## src/rtl/serial_comparator.sv

```systemverilog
// Bit-serial equal/different comparator: consumes WIDTH bit pairs LSB first, then
// reports A==B (select=0) or A!=B (select=1) with a one-cycle out_valid pulse.
module serial_comparator #(
  parameter int WIDTH = 2
) (
  input  logic clk,
  input  logic rst_n,
  input  logic in_start,
  input  logic in_select,
  input  logic in_bit_valid,
  input  logic in_a,
  input  logic in_b,
  output logic out_busy,
  output logic out_valid,
  output logic out_s
);

  localparam int CW = $clog2(WIDTH + 1);

  typedef enum logic [1:0] {
    IDLE  = 2'd0,
    SHIFT = 2'd1,
    DONE  = 2'd2
  } state_t;

  state_t          state;
  logic [CW-1:0]   count;
  logic            mismatch;
  logic            select;

  always_ff @(posedge clk) begin
    if (!rst_n) begin
      state     <= IDLE;
      count     <= '0;
      mismatch  <= 1'b0;
      select    <= 1'b0;
      out_busy  <= 1'b0;
      out_valid <= 1'b0;
      out_s     <= 1'b0;
    end else begin
      out_valid <= 1'b0;
      case (state)
        IDLE: begin
          if (in_start) begin
            select   <= in_select;
            mismatch <= 1'b0;
            count    <= '0;
            state    <= SHIFT;
            out_busy <= 1'b1;
          end
        end
        SHIFT: begin
          // Data inputs only matter when qualified, so X/Z during stalls cannot leak in.
          if (in_bit_valid) begin
            mismatch <= mismatch | (in_a ^ in_b);
            count    <= count + 1'b1;
            if (count == CW'(WIDTH - 1)) state <= DONE;
          end
        end
        DONE: begin
          out_valid <= 1'b1;
          out_s     <= select ? mismatch : ~mismatch;
          state     <= IDLE;
          out_busy  <= 1'b0;
        end
        default: begin
          state    <= IDLE;
          out_busy <= 1'b0;
        end
      endcase
    end
  end

endmodule

```

## config.mk

```make
export PLATFORM = sky130hd
export DESIGN_NAME = serial_comparator
export DESIGN_NICKNAME = d
export VERILOG_FILES = /design/src/rtl/serial_comparator.sv
export SDC_FILE = /design/constraint.sdc
export NUM_CORES = 1
export LEC_CHECK = 0
export ABC_AREA = 1
export CAP_MARGIN = 20
export CORE_MARGIN = 5
export CORE_UTILIZATION = 27
export DETAILED_ROUTE_END_ITERATION = 8
export GPL_ROUTABILITY_DRIVEN = 0
export PLACE_DENSITY = 0.47
export SLEW_MARGIN = 10
export SYNTH_ARGS = -nofsm -noshare
export SYNTH_HDL_FRONTEND = slang
export SYNTH_SLANG_ARGS = --single-unit
```

## constraint.sdc

```tcl
create_clock -name clk -period 1.16 [get_ports clk]
set_input_delay 0.232 -clock clk [delete_from_list [all_inputs] [get_ports clk]]
set_output_delay 0.232 -clock clk [all_outputs]
set_load 0.05 [all_outputs]
```

==> results of run 1 <==
## metrics by stage
stage               cells  cell area (um2)  utilization (%)
floorplan              51              400                -
global placement       77              554             41.1
detailed placement     77              554             41.1
CTS                    81              581             43.0
global route           81              581             43.0
finish                 81              581             43.0
## final timing paths
path | from | endpoint | slack (ps) | cells after the start
max | out_s | out_s | 150 | 1
min | mismatch | mismatch | 470 | 2
max reg2reg | state[0] | count[1] | 190 | 3
min reg2reg | mismatch | mismatch | 470 | 2
## power groups by stage
stage | Clock [mW] | Sequential [mW] | Combinational, mW
2_1_floorplan | 0 | 0.354 | 0.0572
3_3_place_gp | 0 | 0.347 | 0.120
3_5_place_dp | 0 | 0.347 | 0.120
4_1_cts | 0.244 | 0.340 | 0.121
5_1_grt | 0.262 | 0.342 | 0.134
6_report | 0.231 | 0.340 | 0.118
## sequential cells by signal (all words and copies together) (netlist names)
register	flops
count	2
state	2
mismatch	1
out_busy	1
out_s	1
out_valid	1
select	1
## placed cells by master, fill, tap and decap left out
| master | instances |
|---|---|
| sky130_fd_sc_hd__nand2_4 | 1 |
| sky130_fd_sc_hd__o21ai_1 | 1 |
| sky130_fd_sc_hd__clkbuf_1 | 1 |
| sky130_fd_sc_hd__clkdlybuf4s50_1 | 6 |
| sky130_fd_sc_hd__dfxtp_1 | 9 |
| sky130_fd_sc_hd__o21a_1 | 1 |
| sky130_fd_sc_hd__buf_12 | 3 |
| sky130_fd_sc_hd__a21oi_2 | 1 |
| sky130_fd_sc_hd__clkbuf_4 | 3 |
| sky130_fd_sc_hd__nor2_2 | 1 |
| sky130_fd_sc_hd__xor2_1 | 1 |
| sky130_fd_sc_hd__nor2_1 | 8 |
| sky130_fd_sc_hd__nor3b_2 | 1 |
| sky130_fd_sc_hd__a21oi_1 | 3 |
| sky130_fd_sc_hd__inv_1 | 7 |
| sky130_fd_sc_hd__nand2_2 | 1 |
| sky130_fd_sc_hd__nor3_1 | 2 |
| sky130_fd_sc_hd__nand2_1 | 8 |
| sky130_fd_sc_hd__nand3_2 | 1 |
| sky130_fd_sc_hd__ha_1 | 1 |
| sky130_fd_sc_hd__nand3_1 | 4 |
| sky130_fd_sc_hd__buf_4 | 2 |
## synthesized netlist by cell type (2+ instances only)
cell type,n
sky130_fd_sc_hd__nor2_1,8
sky130_fd_sc_hd__nand3_1,4
sky130_fd_sc_hd__nand2_1,8
sky130_fd_sc_hd__nor3_1,2
sky130_fd_sc_hd__a21oi_1,3
sky130_fd_sc_hd__inv_1,7
sky130_fd_sc_hd__dfxtp_1,9
## cells by family after synthesis
logic type / Yosys count
adder cells (fa/ha/maj): 1
AO/OA/AOI/OAI: 6
XOR/XNOR: 1
buffers and inverters: 7
AND/OR/NAND/NOR: 27
flip-flops: 9
## metal layers
layer	vias to the layer above	GRT usage (%)	wire (um)
met4	0	2.69	0
met1	139	9.41	360
met5	-	0	0
met2	8	9.13	315
met3	0	4.89	62
li1	195	-	-
## worst min-delay path, stage by stage, from the launching register on
cell and delay [ps]:
sky130_fd_sc_hd__dfxtp_1 320, sky130_fd_sc_hd__inv_1 60, sky130_fd_sc_hd__a21oi_2 50
## layout make-up
| class | count | area share [%] |
|---|---|---|
| Inverter | 7 | 4.53 |
| Timing Repair Buffer | 11 | 23.3 |
| Multi-Input combinational cell | 35 | 33.4 |
| Tap cell | 15 | 3.23 |
| Sequential cell | 9 | 31.0 |
| Clock buffer | 4 | 4.53 |
==> results.toml, run 1 <==
[cells_and_area]
post_route_cells_drive_above_1_share_pct = 21.2
area.growth.synth_to_final_pct = 45.0
ff_latch_area_um2 = 180
filler_cells = 149
multi_input_area_um2 = 194
layout.nets = 75
antenna_cells = 0

[place]
pre_cts_ws_ps = -25.6
numPortBuffers = 9
place.detailed.hpwl_um = 616

[routing]
detailedRoute.firstIterationViolations = 0
drt-total-wl_um = 738
detail_route.vias_per_cell = 4.22
detail_route.wl_per_cell_um = 9.11
drtAntennaViolNets = 0
dr.pass1.iters = 1
num_vias = 342
total_drc_errors_in_the_routed_layout = 0

[yosys]
post-synth-top-area-cell = "sky130_fd_sc_hd__dfxtp_1"
synth.avg_cell_area_um2 = 7.85
synthCells = 51
ys_dominant_reg_cell = "sky130_fd_sc_hd__dfxtp_1"
multiplexer_fraction_of_the_synthesized_cell_area_pct = 0
post-synth-top-area-fraction_pct = 45.0
synth_nets = 59
synth_fa_ha_area_share_pct = 3.13
synth_cell_types = 17
synth-edff-count = 0
synth.yosys.seq_area_share_pct = 45.0
synth_compound_area_share_pct = 9.06
syn_area_um2 = 400
synth-async-reset-ratio_pct = 0
yosys-top-cells-area = "sky130_fd_sc_hd__dfxtp_1 (45%), sky130_fd_sc_hd__nand2_1 (7.5%), sky130_fd_sc_hd__nor2_1 (7.5%)"
synth_top_family_by_area = "simple AND/OR/NAND/NOR gates"
yosys.area_share.xor_xnor_pct = 2.19
synth_simple_gate_area_share_pct = 34.1
synth_warnings = 0
synthesized_flop_and_latch_total = 9

[setup_path]
timing.critical_path.arrival_ps = 780
worst_path_largest_cell_delay_ps = 380
worst_path_max_delay_cell = "sky130_fd_sc_hd__dfxtp_1"
crit_path_start_kind = "flip-flop"
critPathCaptureType = "output port"
crit_buf_inv = 1
criticalPathCategory = "flip-flop to output port"
worst_path_dominant_cell_family = "flip-flops"
critical_path_peak_fanout = 2
worstPathCellList = "buf_12"
required_time_reported_for_the_critical_path_endpoint_ps = 930

[cts]
clock_path_buffers = 2
postCtsSetupRepairBufs = 0
clk_pin_slew_ps = 60
clock_insertion_delay_worst_skew_ps = 250
clock_buffers_created_by_tritoncts = 3
postCtsResizedCells = 0
cts_sink_count = 9
tritoncts_clock_tree = "built"
clock_tree.root_cell = "sky130_fd_sc_hd__clkbuf_4"
cts_htree_levels = 1
ctsHoldBuffers = 0

[run_status]
result_of_the_run = "finished, final reports clean"

[power]
power.static_leakage_nw = 0.261
pint_mw = 0.519
post-layout-total-power_mw = 0.690
power.ir.vdd_worst_mv = 0.792
power_switching_share_pct = 24.8
clockPowerShare_pct = 33.5
power_frac_seq_pct = 49.3
power_switching_mw = 0.171
p_comb_share_pct = 17.2
power_per_cell_area_nw_per_um2 = 1190

[sta]
worst-slew-pin-transition_ps = 270
rsz_0062_raised_after_global_routing = "no"
final_hold_viol_count = 0
post_route_minimum_period_ps = 1010
fin_ws_ps = 150
totalNegativeSetupSlack_ps = 0
min_period_over_period_pct = 87.0
timing.hold.ws_ps = 474
max-slew-margin-rel_pct = 82.0
setup_viol = 0
fmax_ghz = 0.990
slew_violations = 0
fin_worst_skew_ps = 4.38

[floorplanning]
rows = 13
pin_count = 10
die_width_um = 48.5
design.die.area_um2 = 2350
chipHeight_um = 48.5
initial_utilization_pct = 29.7
core_area_um2 = 1350

[global_routing]
antenna_violations_before_repair = 0
first_pass_grt_wire_length_um = 1300
globalRoute.totalOverflow = 0
grt_max_degree = 8
number_of_global_route_vias_before_repair = 294
grtUsageTotal_pct = 7.21

[run]
maximum_capacitance_violations = 0

[worst_hold_path]
min_path_type = "flip-flop to flip-flop"
(Power assumes the default switching activity.)
==> run 2: changes to the inputs <==
clock period = 1.1 ns   (was 1.16 ns; I/O delays follow)
==> results of run 2 <==
The final DEF is identical to that of run 1. Status: finished, final reports clean.
Among the figures that moved: setup slack after placement -25.6 ps -> -73.6 ps; setup slack after layout 150 ps -> 102 ps; register-to-register setup slack 190 ps -> 130 ps; total power 0.690 mW -> 0.727 mW; worst IR drop on VDD 0.792 mV -> 0.835 mV
==> patch 1: new RTL, flow settings as in run 2 <==
The 3 states of `state_t` get a one-hot encoding in 3 bits.
--- a/src/rtl/serial_comparator.sv
+++ b/src/rtl/serial_comparator.sv
@@ -19,6 +19,6 @@
 
-  typedef enum logic [1:0] {
-    IDLE  = 2'd0,
-    SHIFT = 2'd1,
-    DONE  = 2'd2
+  typedef enum logic [2:0] {
+    IDLE  = 3'b001,
+    SHIFT = 3'b010,
+    DONE  = 3'b100
   } state_t;
Check against the original RTL: no difference found for any inputs over 10 cycles, from zero or initial values and one cycle with rst_n low; not proved beyond that.
==> patch 1 against run 2 <==
Fmax fell by 3.0%. Routed wire length grew 33%. Synthesized area grew 22%. Via count rose by 33%. Clock skew shrank 0.00050 ns. Sequential power increased by 17%. Combinational power grew 84%. Sequential cell count is 1 higher. Register-to-register slack got worse by 0.06 ns. Power is 34% higher. Non-clock buffer count up 1. Final area grew 23%. Setup slack got worse by 0.030 ns. Highest routed layer is now met4.
==> patch 1: results (changes against run 2) <==
| Metric | Value |
|---|---|
| Clk_skew | 0.00388 ns (was 0.00438 ns) |
| CP Max Fanout | 4 (was 2) |
| Filler cell count | 184 (was 149) |
| Synth area leaders | dfxtp_1 41%, nor2_1 9.3%, inv_1 8.5% (was dfxtp_1 45%, nand2_1 7.5%, nor2_1 7.5%) |
| Final global-route overflow total | 0 (unchanged) |
| Vias in the first global route | 441 (was 294) |
| Sequential fraction of the synthesis area | 41.1% (was 45.0%) |
| Post-synth top cells | 12 x nor2_1, 11 x inv_1, 10 x dfxtp_1 (was 9 x dfxtp_1, 8 x nand2_1, 8 x nor2_1) |
| Layout Nets | 91 (was 75) |
| Total GRT Usage | 8.91% (was 7.21%) |
| Setup TNS | 0 ns (unchanged) |
| Antenna diode count | 0 (unchanged) |
| Worst path arrival time | 1.19 ns (was 0.78 ns) |
| Reg2Reg Depth | 6 (was 3) |
| Met2 usage | 14.5% (was 9.13%) |
| Total leakage power | 0.326 nW (was 0.261 nW) |
| Worst-Skew Late Latency | 0.26 ns |
| Vias per cell | 4.24 (was 4.22) |
| First-pass GRT wire length | 1700 um (was 1300 um) |
| Vias | 454 (was 342) |
| Synthesized area per cell | 7.37 um^2 (was 7.85 um^2) |
| Initial antenna violation count | 0 (unchanged) |
| Port Buf Inserts | 9 (unchanged) |
| Max-slew violation count | 0 (unchanged) |
| Routed WL | 984 um (was 738 um) |
| Min-delay worst type | register to register (unchanged) |
| Pin count of the biggest net entering global routing | 8 (unchanged) |
| Largest registers | state (3), count (2) (was count (2), state (2)) |
| Outcome | complete, no violations (unchanged) |
| Grt met3 use | 2.85% (was 4.89%) |
| CTS clock-pin slew for the worst setup and hold paths | 0.07 ns |
| Unique masters post-synth | 19 (was 17) |
| WHS Path Cells | 2 (unchanged) |
| Actual slew at the worst max-slew pin | 0.194 ns (was 0.270 ns) |
| Dpl cells | 103 (was 77) |
| Layout cell share with drive strength beyond 1 | 26.8% (was 21.2%) |
| Initial drt markers | 6 (was 0) |
| First-pass detailed-route iteration total | 4 (was 1) |
| Synthesized net count | 74 (was 59) |
| Largest vdd supply drop | 0.723 mV (was 0.835 mV) |
| Global-route met1 utilization | 8.59% (was 9.41%) |
| DP HPWL | 808 um (was 616 um) |
[patch 1: cell type report]
| class | instances | area, um^2 | share of cell area (%) |
|---|---|---|---|
| multi-input cells | 44 | 254 | 35.7 |
| clock buffers | 4 | 36.3 | 5.10 |
| flip-flops and latches | 10 | 203 | 28.5 |
| repair buffers | 12 | 143 | 20.0 |
| well taps | 25 | 31.3 | 4.39 |
| inverters | 12 | 45.0 | 6.33 |
[patch 1: kinds of logic after synthesis]
logic type / Yosys count / synth area share (%)
XOR/XNOR: 1 / 1.80
buffers and inverters: 12 / 9.25
AO/OA/AOI/OAI: 7 / 7.71
flip-flops: 10 / 41.1
AND/OR/NAND/NOR: 35 / 37.5
adder cells (fa/ha/maj): 1 / 2.57
[patch 1: repair_timing]
item / 4_1_cts / 5_1_grt
setup endpoints to repair: 0 / 4
hold endpoints to repair: 0 / 0
gates resized for setup: 0 / 5
[patch 1: path summary, 6_finish.rpt]
| check | end | slack, ns | from |
|---|---|---|---|
| setup / recovery | count[1] | 0.07 | state[2] |
| setup reg to reg | count[1] | 0.07 | state[2] |
| hold reg to reg | mismatch | 0.47 | mismatch |
| hold / removal | mismatch | 0.47 | mismatch |
[patch 1: critical path: stages, from the launching register on]
cell     delay [ns]
dfxtp_1        0.35
nor2_4         0.12
nand3_1        0.17
nand3_2        0.14
nand2_1        0.05
nand2_1        0.05
nor2_1         0.03
[patch 1: routing by layer]
layer  share of wire, %  up-vias
met5                  0        -
met4                2.3        0
met3                3.5        2
met2                 53        6
met1                 41      206
li1                   -      240
[patch 1: through the flow]
step	area, um^2	worst slack, ns	hold slack (ns)	util (%)
after global routing	712	-0.0240	0.502	41.2
final	712	0.0719	0.467	41.2
after detailed placement	661	-0.183	0.468	38.3
after CTS	697	0.00787	0.478	40.4
after floorplan	487	0.146	0.305	-
after global placement	661	-0.163	0.457	38.3
[patch 1: report_power, final]
| group | switching, mW | leakage, nW | total [mW] | internal [mW] |
|---|---|---|---|---|
| clock | 0.128 | 0.0210 | 0.329 | 0.201 |
| sequential | 0.0260 | 0.0819 | 0.419 | 0.393 |
| combinational | 0.124 | 0.223 | 0.230 | 0.106 |
==> patch 2: new RTL, config.mk and constraints of run 2 <==
Without the edit above. Change the parameter `WIDTH` from 2 to 4.
--- a/src/rtl/serial_comparator.sv
+++ b/src/rtl/serial_comparator.sv
@@ -3,3 +3,3 @@
 module serial_comparator #(
-  parameter int WIDTH = 2
+  parameter int WIDTH = 4
 ) (
Behaviour: not the same (Yosys sat finds a counterexample within 10 cycles, from zero or initial values and one cycle with rst_n low).
==> patch 2 against run 2 <==
Final area up 12%. Synthesized area up 6.6%. Global-route usage up 0.73 points. Routed wire length up 20%. Power up 24%. Non-clock buffer count up 2. Setup slack worse by 0.031 ns. Sequential cell count up 1.
==> patch 2: results (changes against run 2) <==
| Metric | Value |
|---|---|
| Synthesized net count | 65 (was 59) |
| Largest vdd supply drop | 0.830 mV (was 0.835 mV) |
| Dpl cells | 85 (was 77) |
| Multi-input gates | 38 (was 35) |
| Vias in the first global route | 335 (was 294) |
| Synth area leaders | dfxtp_1 47%, nand2_1 8.8%, nand3_1 7.0% (was dfxtp_1 45%, nand2_1 7.5%, nor2_1 7.5%) |
| Outcome | complete, no violations (unchanged) |
| Pin count of the biggest net entering global routing | 7 (was 8) |
| DP HPWL | 706 um (was 616 um) |
| Layout Nets | 83 (was 75) |
| FFs & Latches | 10 (was 9) |
| ClkCell Share | 5.58% (was 4.53%) |
| Vias per cell | 4.55 (was 4.22) |
| Synth Area in Adders | 5.87% (was 3.13%) |
| Unique masters post-synth | 14 (was 17) |
| Sequential share of power | 45.5% (was 49.3%) |
| Synth Area in Compound Gates | 8.21% (was 9.06%) |
| Actual slew at the worst max-slew pin | 0.231 ns (was 0.270 ns) |
| Core Util, Final | 43.2% (was 43.0%) |
| Signal inverters | 8 (was 7) |
| Sequential fraction of the synthesis area | 46.9% (was 45.0%) |
| P_clk | 0.335 mW (was 0.244 mW) |
| Placed cell areas | 597 um^2 (was 554 um^2) |
| Clk_skew | 0.000925 ns (was 0.00438 ns) |
| Total power | 0.905 mW (was 0.727 mW) |
| Total GRT Usage | 7.94% (was 7.21%) |
| Xor/xnor share of the synthesized area | 2.05% (was 2.19%) |
| Register area | 203 um^2 (was 180 um^2) |
| Non-clk buf share | 23.1% (was 23.3%) |
| Non-Filler Instances | 89 (was 81) |
| Multi-input combinational area share | 32.5% (was 33.4%) |
| Cell-internal power | 0.670 mW (was 0.547 mW) |
| Repair and plain buffers | 13 (was 11) |
| Initial drt markers | 9 (was 0) |
| Total leakage power | 0.291 nW (was 0.261 nW) |
| Worst-Skew Late Latency | 0.27 ns (was 0.25 ns) |
| First-pass GRT wire length | 1460 um (was 1300 um) |
| First-pass detailed-route iteration total | 2 (was 1) |
| Filler cell count | 150 (was 149) |
==> patch 2: worst paths after layout <==
check	from	endpoint	slack [ns]	cells past startpoint
hold / removal	mismatch	mismatch	0.46	2
hold reg to reg	mismatch	mismatch	0.46	2
setup reg to reg	count[0]	count[2]	0.10	5
setup / recovery	out_busy	out_busy	0.07	1
==> patch 2: timing repair <==
item | in CTS | in global routing
hold buffers | 0 | 0
gates resized for setup | 0 | 4
setup endpoints to repair | 0 | 1
==> patch 2: metal layers <==
metal	part of all wire [%]	track usage, %	vias to the layer above
li1	-	-	215
met5	0	0	-
met3	6.7	4.52	2
met2	46	10.8	10
met4	2.5	5.24	0
met1	45	9.29	178
==> patch 2: cells by family (layout without fill, tap and decap cells) <==
family	after synthesis	in the layout
AND/OR/NAND/NOR	28	28
AO/OA/AOI/OAI	7	7
adder cells (fa/ha/maj)	2	2
buffers and inverters	8	25
XOR/XNOR	1	1
flip-flops	10	10
